--- src/rtl/rr_credit_arbiter.sv ---
// Round-robin arbiter with per-requester burst credits and a transfer lock.
// One registered one-hot grant is held across several accepted transfers.
// Ownership then moves round-robin, with no idle cycle at a handover.
module rr_credit_arbiter #(
  parameter int INPUTS   = 4,
  parameter int WEIGHT_W = 4,
  localparam int IDX_W   = $clog2(INPUTS)
) (
  input  logic                         clk,
  input  logic                         rst,
  input  logic [INPUTS-1:0]            req,
  input  logic [INPUTS*WEIGHT_W-1:0]   weight,
  input  logic                         ack,
  input  logic                         lock,
  output logic [INPUTS-1:0]            grant,
  output logic [IDX_W-1:0]             grant_idx,
  output logic                         grant_valid
);

  typedef enum logic [0:0] {
    IDLE  = 1'b0,
    GRANT = 1'b1
  } state_t;

  state_t                state_q, state_d;
  logic [IDX_W-1:0]      ptr_q, ptr_d;
  logic [IDX_W-1:0]      owner_q, owner_d;
  logic [WEIGHT_W-1:0]   credit_q, credit_d;
  logic [INPUTS-1:0]     grant_q, grant_d;
  logic [IDX_W-1:0]      grant_idx_q, grant_idx_d;
  logic                  valid_q, valid_d;
  logic                  release_s;
  logic [IDX_W-1:0]      next_ptr_s;
  logic [IDX_W-1:0]      pick_s;

  // Lowest requester at or above p; if there is none, wrap to the lowest requester overall.
  function automatic logic [IDX_W-1:0] sel(input logic [IDX_W-1:0] p,
                                           input logic [INPUTS-1:0] r);
    logic             found;
    logic [IDX_W-1:0] res;
    found = 1'b0;
    res   = '0;
    for (int i = 0; i < INPUTS; i++) begin
      if (!found && r[i] && (i >= int'(p))) begin
        res   = IDX_W'(i);
        found = 1'b1;
      end
    end
    for (int i = 0; i < INPUTS; i++) begin
      if (!found && r[i]) begin
        res   = IDX_W'(i);
        found = 1'b1;
      end
    end
    return res;
  endfunction

  // A weight of zero still buys one transfer, so an owner can always make progress.
  function automatic logic [WEIGHT_W-1:0] load_credit(input logic [IDX_W-1:0] idx,
                                                      input logic [INPUTS*WEIGHT_W-1:0] w);
    logic [WEIGHT_W-1:0] v;
    v = w[idx*WEIGHT_W +: WEIGHT_W];
    return (v == '0) ? WEIGHT_W'(1) : v;
  endfunction

  // Next-state logic: grant loading, credit consumption, release and handover.
  always_comb begin
    state_d    = state_q;
    ptr_d      = ptr_q;
    owner_d    = owner_q;
    credit_d   = credit_q;
    release_s  = 1'b0;
    pick_s     = '0;
    next_ptr_s = (owner_q == IDX_W'(INPUTS - 1)) ? '0 : owner_q + IDX_W'(1);

    case (state_q)
      IDLE: begin
        if (|req) begin
          pick_s   = sel(ptr_q, req);
          state_d  = GRANT;
          owner_d  = pick_s;
          credit_d = load_credit(pick_s, weight);
        end else begin
          state_d  = IDLE;
        end
      end
      GRANT: begin
        // A dropped request releases regardless of ack, lock or remaining credit.
        if (!req[owner_q]) begin
          release_s = 1'b1;
        end else if (ack && (credit_q == WEIGHT_W'(1)) && !lock) begin
          release_s = 1'b1;
        end else if (ack && (credit_q > WEIGHT_W'(1))) begin
          credit_d  = credit_q - WEIGHT_W'(1);
        end else begin
          credit_d  = credit_q;
        end
      end
      default: begin
        state_d = IDLE;
      end
    endcase

    // Handover happens on the release edge itself, so there is no idle bubble.
    if (release_s) begin
      ptr_d = next_ptr_s;
      if (|req) begin
        pick_s   = sel(next_ptr_s, req);
        state_d  = GRANT;
        owner_d  = pick_s;
        credit_d = load_credit(pick_s, weight);
      end else begin
        state_d  = IDLE;
      end
    end else begin
      ptr_d = ptr_q;
    end
  end

  // Output values derived from the next state so the outputs are registered.
  always_comb begin
    grant_d     = '0;
    grant_idx_d = '0;
    valid_d     = 1'b0;
    if (state_d == GRANT) begin
      grant_d[owner_d] = 1'b1;
      grant_idx_d      = owner_d;
      valid_d          = 1'b1;
    end else begin
      valid_d          = 1'b0;
    end
  end

  // State and output registers; reset clears everything immediately.
  always_ff @(posedge clk or posedge rst) begin
    if (rst) begin
      state_q     <= IDLE;
      ptr_q       <= '0;
      owner_q     <= '0;
      credit_q    <= '0;
      grant_q     <= '0;
      grant_idx_q <= '0;
      valid_q     <= 1'b0;
    end else begin
      state_q     <= state_d;
      ptr_q       <= ptr_d;
      owner_q     <= owner_d;
      credit_q    <= credit_d;
      grant_q     <= grant_d;
      grant_idx_q <= grant_idx_d;
      valid_q     <= valid_d;
    end
  end

  assign grant       = grant_q;
  assign grant_idx   = grant_idx_q;
  assign grant_valid = valid_q;

endmodule

--- config.mk ---
export PLATFORM = sky130hd
export DESIGN_NAME = rr_credit_arbiter
export DESIGN_NICKNAME = d
export VERILOG_FILES = /design/src/rtl/rr_credit_arbiter.sv
export SDC_FILE = /design/constraint.sdc
export NUM_CORES = 1
export LEC_CHECK = 0
export BUFFER_PORTS_ARGS = -buffer_cell sky130_fd_sc_hd__buf_4
export CORE_MARGIN = 1
export CORE_UTILIZATION = 48
export DETAILED_ROUTE_END_ITERATION = 8
export PLACE_DENSITY = 0.76
export SYNTH_ARGS = -nofsm -noshare
export SYNTH_HDL_FRONTEND = slang
export SYNTH_SLANG_ARGS = --single-unit
--- constraint.sdc ---
create_clock -name clk -period 1.93 [get_ports clk]
set_input_delay 0.193 -clock clk [delete_from_list [all_inputs] [get_ports clk]]
set_output_delay 0.193 -clock clk [all_outputs]
set_load 0.02 [all_outputs]
==> reports/qor.csv, run 1 <==
stage,metric,value,unit
run_status,status,"finished, violations left",
run_status,failing checks,negative setup slack,
critical_path,worst path bufs/invs,1,
critical_path,crit-path max cell delay,0.45,ns
synth,"EDFF count, synth",0,
finish,fin cells,216,
drt,DR vias,1260,
drt,final wirelength,3.45,mm
synth,top post-synthesis cells by area,"dfrtp_1, mux2i_1, mux2_2, ha_1, a21oi_1",
critical_path,Worst Path Max Fanout,5,
finish,Finished Core Util,0.743,
clock_network,CTS max path bufs,2,
timing,post-route setup slack,-0.130,ns
placed_design,HPWL after detailed placement,2.50,mm
critical_path,crit start category,flop,
placed_design,placed instance area,1640,um^2
floorplanning,Core Area,2480,um^2
drt,number of DRC markers in iteration 0,36,
pwr,switching share of power,0.424,
pwr,total power,2.82,mW
synth,cells after synthesis,134,
synth,sequential area share after synthesis,0.296,
global_route,first-pass GRT wire length,5.42,mm
synth,Post-Syn Area,1270,um^2
run,MaxCap Viol Count,0,
critical_path,Worst Setup End Kind,flop,
timing,Hold Fails Final Rpt,0,
synth,Yosys cell types,42,
critical_path,worst path cell trace,ha_4 > nor2_2 > o21ai_1 > o211ai_1 > buf_4 > mux2i_1 > mux2_4 > a311oi_2 > a21oi_1,
floorplanning,Die ar.,2860,um^2
global_route,vias in the first global route,1168,
timing,unrepaired setup endpoints after global routing,yes,
finish,layout cells sized above 1,0.527,
finish,Fill cells,165,
hold_path,HP Class,in2reg,
clock_network,CTS tree,done,
synth,top cell type's share of synthesized area,0.296,
floorplanning,row count,18,
drt,DRT Pass-1 Iters,4,
global_route,largest net degree at the start of global routing,16,
global_route,grt total ovfl,0,
timing,post-route minimum period,2.06,ns
timing,Fmax,0.485,GHz
placed_design,RePlAce Congestion,0.926,
clock_network,clock sink count,15,
timing,worst-margin pin slew,0.603,ns
synth,synthesized net count,163,
critical_path,Crit Path Class,reg2reg,
timing,clock skew,0.00948,ns
synth,Synth area leader,dfrtp_1,
floorplanning,Die H,53.4,um
clock_network,Root Buffer,clkbuf_4,
critical_path,data arrival time of the worst path,2.25,ns
floorplanning,# IOs,31,
pwr,share of power burned in the clock network,0.066,
finish,n_diodes,0,
pwr,combinational share of power,0.721,
timing,max_slew headroom,0.598,
critical_path,worst endpoint required time,2.12,ns
critical_path,cell family contributing the most delay on the critical path,compound AO/OA/AOI/OAI gates,
clock_network,"CTS clk-pin slew, worst paths",0.10,ns
finish,"commonest non-fill, non-tap cell in the layout",buf_4,
synth,top_reg_cell synth,dfrtp_1,
synth,Ys Warns,0,
synth,Yosys reg bits,15,
pwr,Leak Pwr,0.867,nW
critical_path,critical path's slowest cell,dfrtp_2,
pwr,switching pwr,1.19,mW
drt,drt wl/cell,16.0,um
placed_design,Buffers on Ports,30,
finish,fin nets,216,
timing,max-slew violations,0,
clock_network,H-tree levels,1,
placed_design,Placed Cells,206,
global_route,GRT Total Usage,0.271,
drt,vias per cell,5.83,
pwr,internal power,1.62,mW
floorplanning,die width,53.4,um
timing,fin crit share,1.07,
pwr,Power Density,1530,nW/um^2
drt,post-route ant nets,0,
finish,post-route cell area,1840,um^2
finish,"Area growth, synth to finish",44.9,%
synth,Synth Area per Inst,9.48,um^2
clock_network,clk_lat worst skew,0.29,ns
synth,Async SR Flop Fraction,1.00,
finish,most frequent cells in the layout,"buf_4, mux2i_1, dfrtp_1, inv_1, a21oi_1",
global_route,initial antenna violation count,0,
pwr,Max VDD drop,0.993,mV
timing,setup violators final,8,
clock_network,Num CTS Buffers,3,
floorplanning,initial core utilization,0.513,
drt,Remaining DRCs,0,
pwr,Seq pwr share,0.212,
[cell families after synthesis]
group / share of synthesized area
compound gates: 0.221
xor+xnor: 0.00690
fa+ha+maj: 0.0493
buf+inv: 0.0640
flops: 0.296
mux: 0.214
simple gates: 0.150
[worst register-to-register path, delay by kind of cell (launching register included)]
family                   cells  cell delay, ns
AO/OA/AOI/OAI                4            0.56
multiplexers                 2            0.40
AND/OR/NAND/NOR              1            0.04
flip-flops                   1            0.45
buffers and inverters        1            0.19
adder cells (fa/ha/maj)      1            0.30
[final timing paths]
| check | from | to | slack [ns] | cells past startpoint |
|---|---|---|---|---|
| hold reg to reg | ptr_q[0] | ptr_q[0] | 0.54 | 2 |
| setup reg to reg | owner_q[1] | credit_q[0] | -0.13 | 9 |
| min in group asynchronous | rst | credit_q[0] | 0.52 | 3 |
| hold / removal | req[2] | state_q | 0.34 | 3 |
| max in group asynchronous | rst | owner_q[0] | 0.99 | 3 |
| setup / recovery | owner_q[1] | credit_q[0] | -0.13 | 9 |
[routing by layer]
metal	up-vias	part of all wire	global-route usage
li1	599	-	-
met1	600	0.42	0.310
met2	51	0.52	0.477
met3	10	0.042	0.0690
met4	0	0.019	0.0965
met5	-	0	0
[power groups by stage]
stage	Sequential, mW	Combinational, mW	Clock, mW
final	0.598	2.03	0.187
after global routing	0.615	2.17	0.211
after CTS	0.585	1.74	0.195
after detailed placement	0.593	1.61	0
after global placement	0.581	1.55	0
after floorplan	0.642	1.01	0
[repair_timing]
item,4_1_cts,5_1_grt
setup buffers,2,2
endpoints found under the setup margin,9,10
endpoints found under the hold margin,15,0
gates resized for setup,9,23
gates cloned,1,0
hold buffers,1,0
pin swaps,4,9
[flip-flops by register name, indices dropped and copies added, names as in the netlist]
register   count
owner_q        2
ptr_q          2
credit_q       4
grant_idx      2
state_q        1
grant          4
[synthesized netlist by cell type (2+ instances only)]
cell type,n
mux2i_1,17
inv_1,11
nand2_1,9
nor2b_1,2
nor2_1,9
buf_6,2
buf_2,2
a31o_2,2
clkbuf_1,2
ha_1,5
o211ai_1,2
a21oi_1,12
nand3_1,2
o21ai_0,8
dfrtp_1,15
nand2b_1,2
mux2_2,7
[cell type report]
type                       instances  area (um^2)  area share
clock buffer                       3         22.5      0.0122
clock inverter                     1         5.00     0.00272
inverter                          11         41.3      0.0224
multi-input combinational        102          940       0.511
sequential                        15          379       0.206
tap                               30         37.5      0.0204
timing repair buffer              54          415       0.226
[per-stage QoR]
| step | hold WS (ns) | setup TNS, ns | setup slack, ns |
|---|---|---|---|
| finish | 0.345 | -0.707 | -0.130 |
| global route | 0.347 | -1.28 | -0.239 |
| CTS | 0.314 | -0.344 | -0.118 |
| detailed placement | 0.305 | -0.633 | -0.192 |
| global placement | 0.286 | -0.132 | -0.0911 |
| floorplan | 0.0945 | -0.0432 | -0.0432 |
Note: power is estimated with default switching activity, not from simulation.
==> run 2, diff against run 1 <==
- BUFFER_PORTS_ARGS: -buffer_cell sky130_fd_sc_hd__buf_4 -> -buffer_cell sky130_fd_sc_hd__buf_2
- HOLD_SLACK_MARGIN: unset -> 0.06
==> run 2 against run 1 <==
Compared with the run above:
- the flow still finishes with violations (negative setup slack)
- maximum frequency down 0.79%
- global-route usage up 0.37 points
- flip-flop and latch count unchanged
- critical endpoint unchanged
- largest power group unchanged
==> reports/qor.csv, run 2 (same netlist as run 1, synthesis figures left out) <==
stage,metric,value,unit,change
timing,Fmax,0.482,GHz,-0.79%
drt,number of DRC markers in iteration 0,27,,-25%
placed_design,pre-CTS worst setup slack,-0.162,ns,+0.0303 ns
finish,sequential cell area,377,um^2,-0.66%
critical_path,"most used cell, CP",mux2i_1,,
timing,post-route setup slack,-0.147,ns,-0.0164 ns
finish,layout cells sized above 1,0.503,,-0.0242
critical_path,R2R Path Start,ptr_q[1],,
drt,vias per cell,5.71,,-2.1%
critical_path,worst path cell trace,mux2i_1 > nor2_1 > a311oi_2 > buf_6 > buf_4 > mux2i_1 > nand2_1 > a31oi_1 > a21oi_1,,
finish,Fill cells,189,,+15%
clock_network,CTS tree,done,,
placed_design,Buffers on Ports,30,,unchanged
hold_path,worst hold stages,4,,+1
floorplanning,initial core utilization,0.513,,unchanged
clock_network,Root Buffer,clkbuf_4,,
drt,Remaining DRCs,0,,unchanged
global_route,initial antenna violation count,0,,unchanged
run_status,failing checks,negative setup slack,,
clock_network,clk_lat worst skew,0.28,ns,about the same
hold_path,Hold Path End,credit_q[2],,
placed_design,Placed Cells,206,,unchanged
hold_path,HP Class,in2reg,,
global_route,vias in the first global route,1264,,+8.2%
drt,drt wl/cell,16.1,um,+0.98%
finish,"commonest non-fill, non-tap cell in the layout",buf_2,,
pwr,Power Density,1520,nW/um^2,-0.78%
critical_path,Crit Path Class,reg2reg,,
global_route,GRT Total Usage,0.275,,+0.00369
timing,post-route minimum period,2.08,ns,+0.0164 ns
run_status,status,"finished, violations left",,
timing,fin crit share,1.08,,+0.00852
critical_path,worst endpoint required time,2.10,ns,-0.02 ns
global_route,first-pass GRT wire length,5.55,mm,+2.5%
global_route,largest net degree at the start of global routing,16,,unchanged
finish,fin nets,217,,+0.46%
floorplanning,die width,53.4,um,unchanged
drt,final wirelength,3.50,mm,+1.5%
critical_path,Worst Setup End Kind,flop,,
clock_network,H-tree levels,1,,unchanged
critical_path,r2r endpoint,credit_q[0],,
timing,setup violators final,11,,+3
timing,clock skew,0.00232,ns,-0.00715 ns
timing,Setup TNS,-0.674,ns,+0.0337 ns
critical_path,data arrival time of the worst path,2.25,ns,about the same
timing,worst-margin pin slew,0.584,ns,-0.0193 ns
finish,Finished Core Util,0.705,,-0.0384
finish,"Area growth, synth to finish",37.4,%,
placed_design,HPWL after detailed placement,2.57,mm,+2.7%
finish,most frequent cells in the layout,"buf_2, buf_4, mux2i_1, dfrtp_1",,
hold_path,HP Start,lock,,
finish,footprint of the multi-input gates,916,um^2,-2.5%
clock_network,"CTS clk-pin slew, worst paths",0.09,ns,about the same
run,MaxCap Viol Count,0,,unchanged
pwr,total power,2.65,mW,-5.9%
timing,worst hold slack,0.402,ns,+0.0569 ns
critical_path,cell family contributing the most delay on the critical path,compound AO/OA/AOI/OAI gates,,
critical_path,crit start category,flop,,
clock_network,CTS max path bufs,2,,unchanged
pwr,Max VDD drop,0.876,mV,-12%
floorplanning,Die ar.,2860,um^2,unchanged
critical_path,FF-to-FF setup slack,-0.15,ns,-0.02 ns
drt,DRT Pass-1 Iters,4,,unchanged
timing,max_slew headroom,0.611,,+0.0129
critical_path,Worst Path Max Fanout,11,,+6
critical_path,Worst R2R Path Depth,9,,unchanged
finish,fin cells,217,,+0.46%
drt,post-route ant nets,0,,unchanged
floorplanning,Core Area,2480,um^2,unchanged
global_route,grt total ovfl,0,,unchanged
clock_network,Num CTS Buffers,3,,unchanged
finish,post-route cell area,1750,um^2,-5.2%
floorplanning,row count,18,,unchanged
drt,DR vias,1239,,-1.7%
critical_path,critical path's slowest cell,dfrtp_1,,
placed_design,RePlAce Congestion,0.843,,-9.0%
timing,max-slew violations,0,,unchanged
clock_network,clock sink count,15,,unchanged
finish,n_diodes,0,,unchanged
critical_path,worst path bufs/invs,2,,+1
pwr,Leak Pwr,0.836,nW,-3.6%
timing,unrepaired setup endpoints after global routing,yes,,
critical_path,crit-path max cell delay,0.43,ns,-0.02 ns
floorplanning,Die H,53.4,um,unchanged
placed_design,placed instance area,1570,um^2,-4.6%
timing,Hold Fails Final Rpt,0,,unchanged
floorplanning,# IOs,31,,unchanged
[run 2: repair_timing]
action / CTS / global route
endpoints found under the hold margin: 15 / 0
pin swaps: 5 / 5
buffers inserted: 4 / 2
setup endpoints to repair: 9 / 12
hold buffers: 1 / 0
gates resized for setup: 8 / 17
[run 2: worst min-delay path, cell delays in order]
cell	delay (ns)
buf_2	0.09
o41ai_2	0.10
nand3_2	0.17
a41oi_2	0.10
[run 2: area by class of cell]
class,instances,area share
clock buffer,4,0.0151
inverter,11,0.0237
multi-input combinational,102,0.525
sequential,15,0.216
tap,30,0.0215
timing repair buffer,55,0.199
[run 2: power by group]
group	switching (mW)	internal, mW	leakage, nW
Clock	0.103	0.0802	0.0150
Sequential	0.119	0.461	0.178
Combinational	0.898	0.990	0.643
Total	1.12	1.53	0.836
[run 2: worst max-delay path by stage]
stage | slack (ns) | cells past startpoint | endpoint | startpoint
after global routing | -0.29 | 9 | credit_q[0] | ptr_q[1]
after global placement | -0.06 | 9 | credit_q[0] | owner_q[1]
after floorplan | -0.04 | 10 | credit_q[0] | owner_q[0]
final | -0.15 | 9 | credit_q[0] | ptr_q[1]
after CTS | -0.11 | 9 | credit_q[0] | owner_q[1]
after detailed placement | -0.16 | 10 | credit_q[0] | owner_q[1]
[run 2: layer usage]
layer	GRT usage	share of wire
met3	0.0517	0.034
met5	0	0
met2	0.517	0.54
met1	0.300	0.41
met4	0.0921	0.015
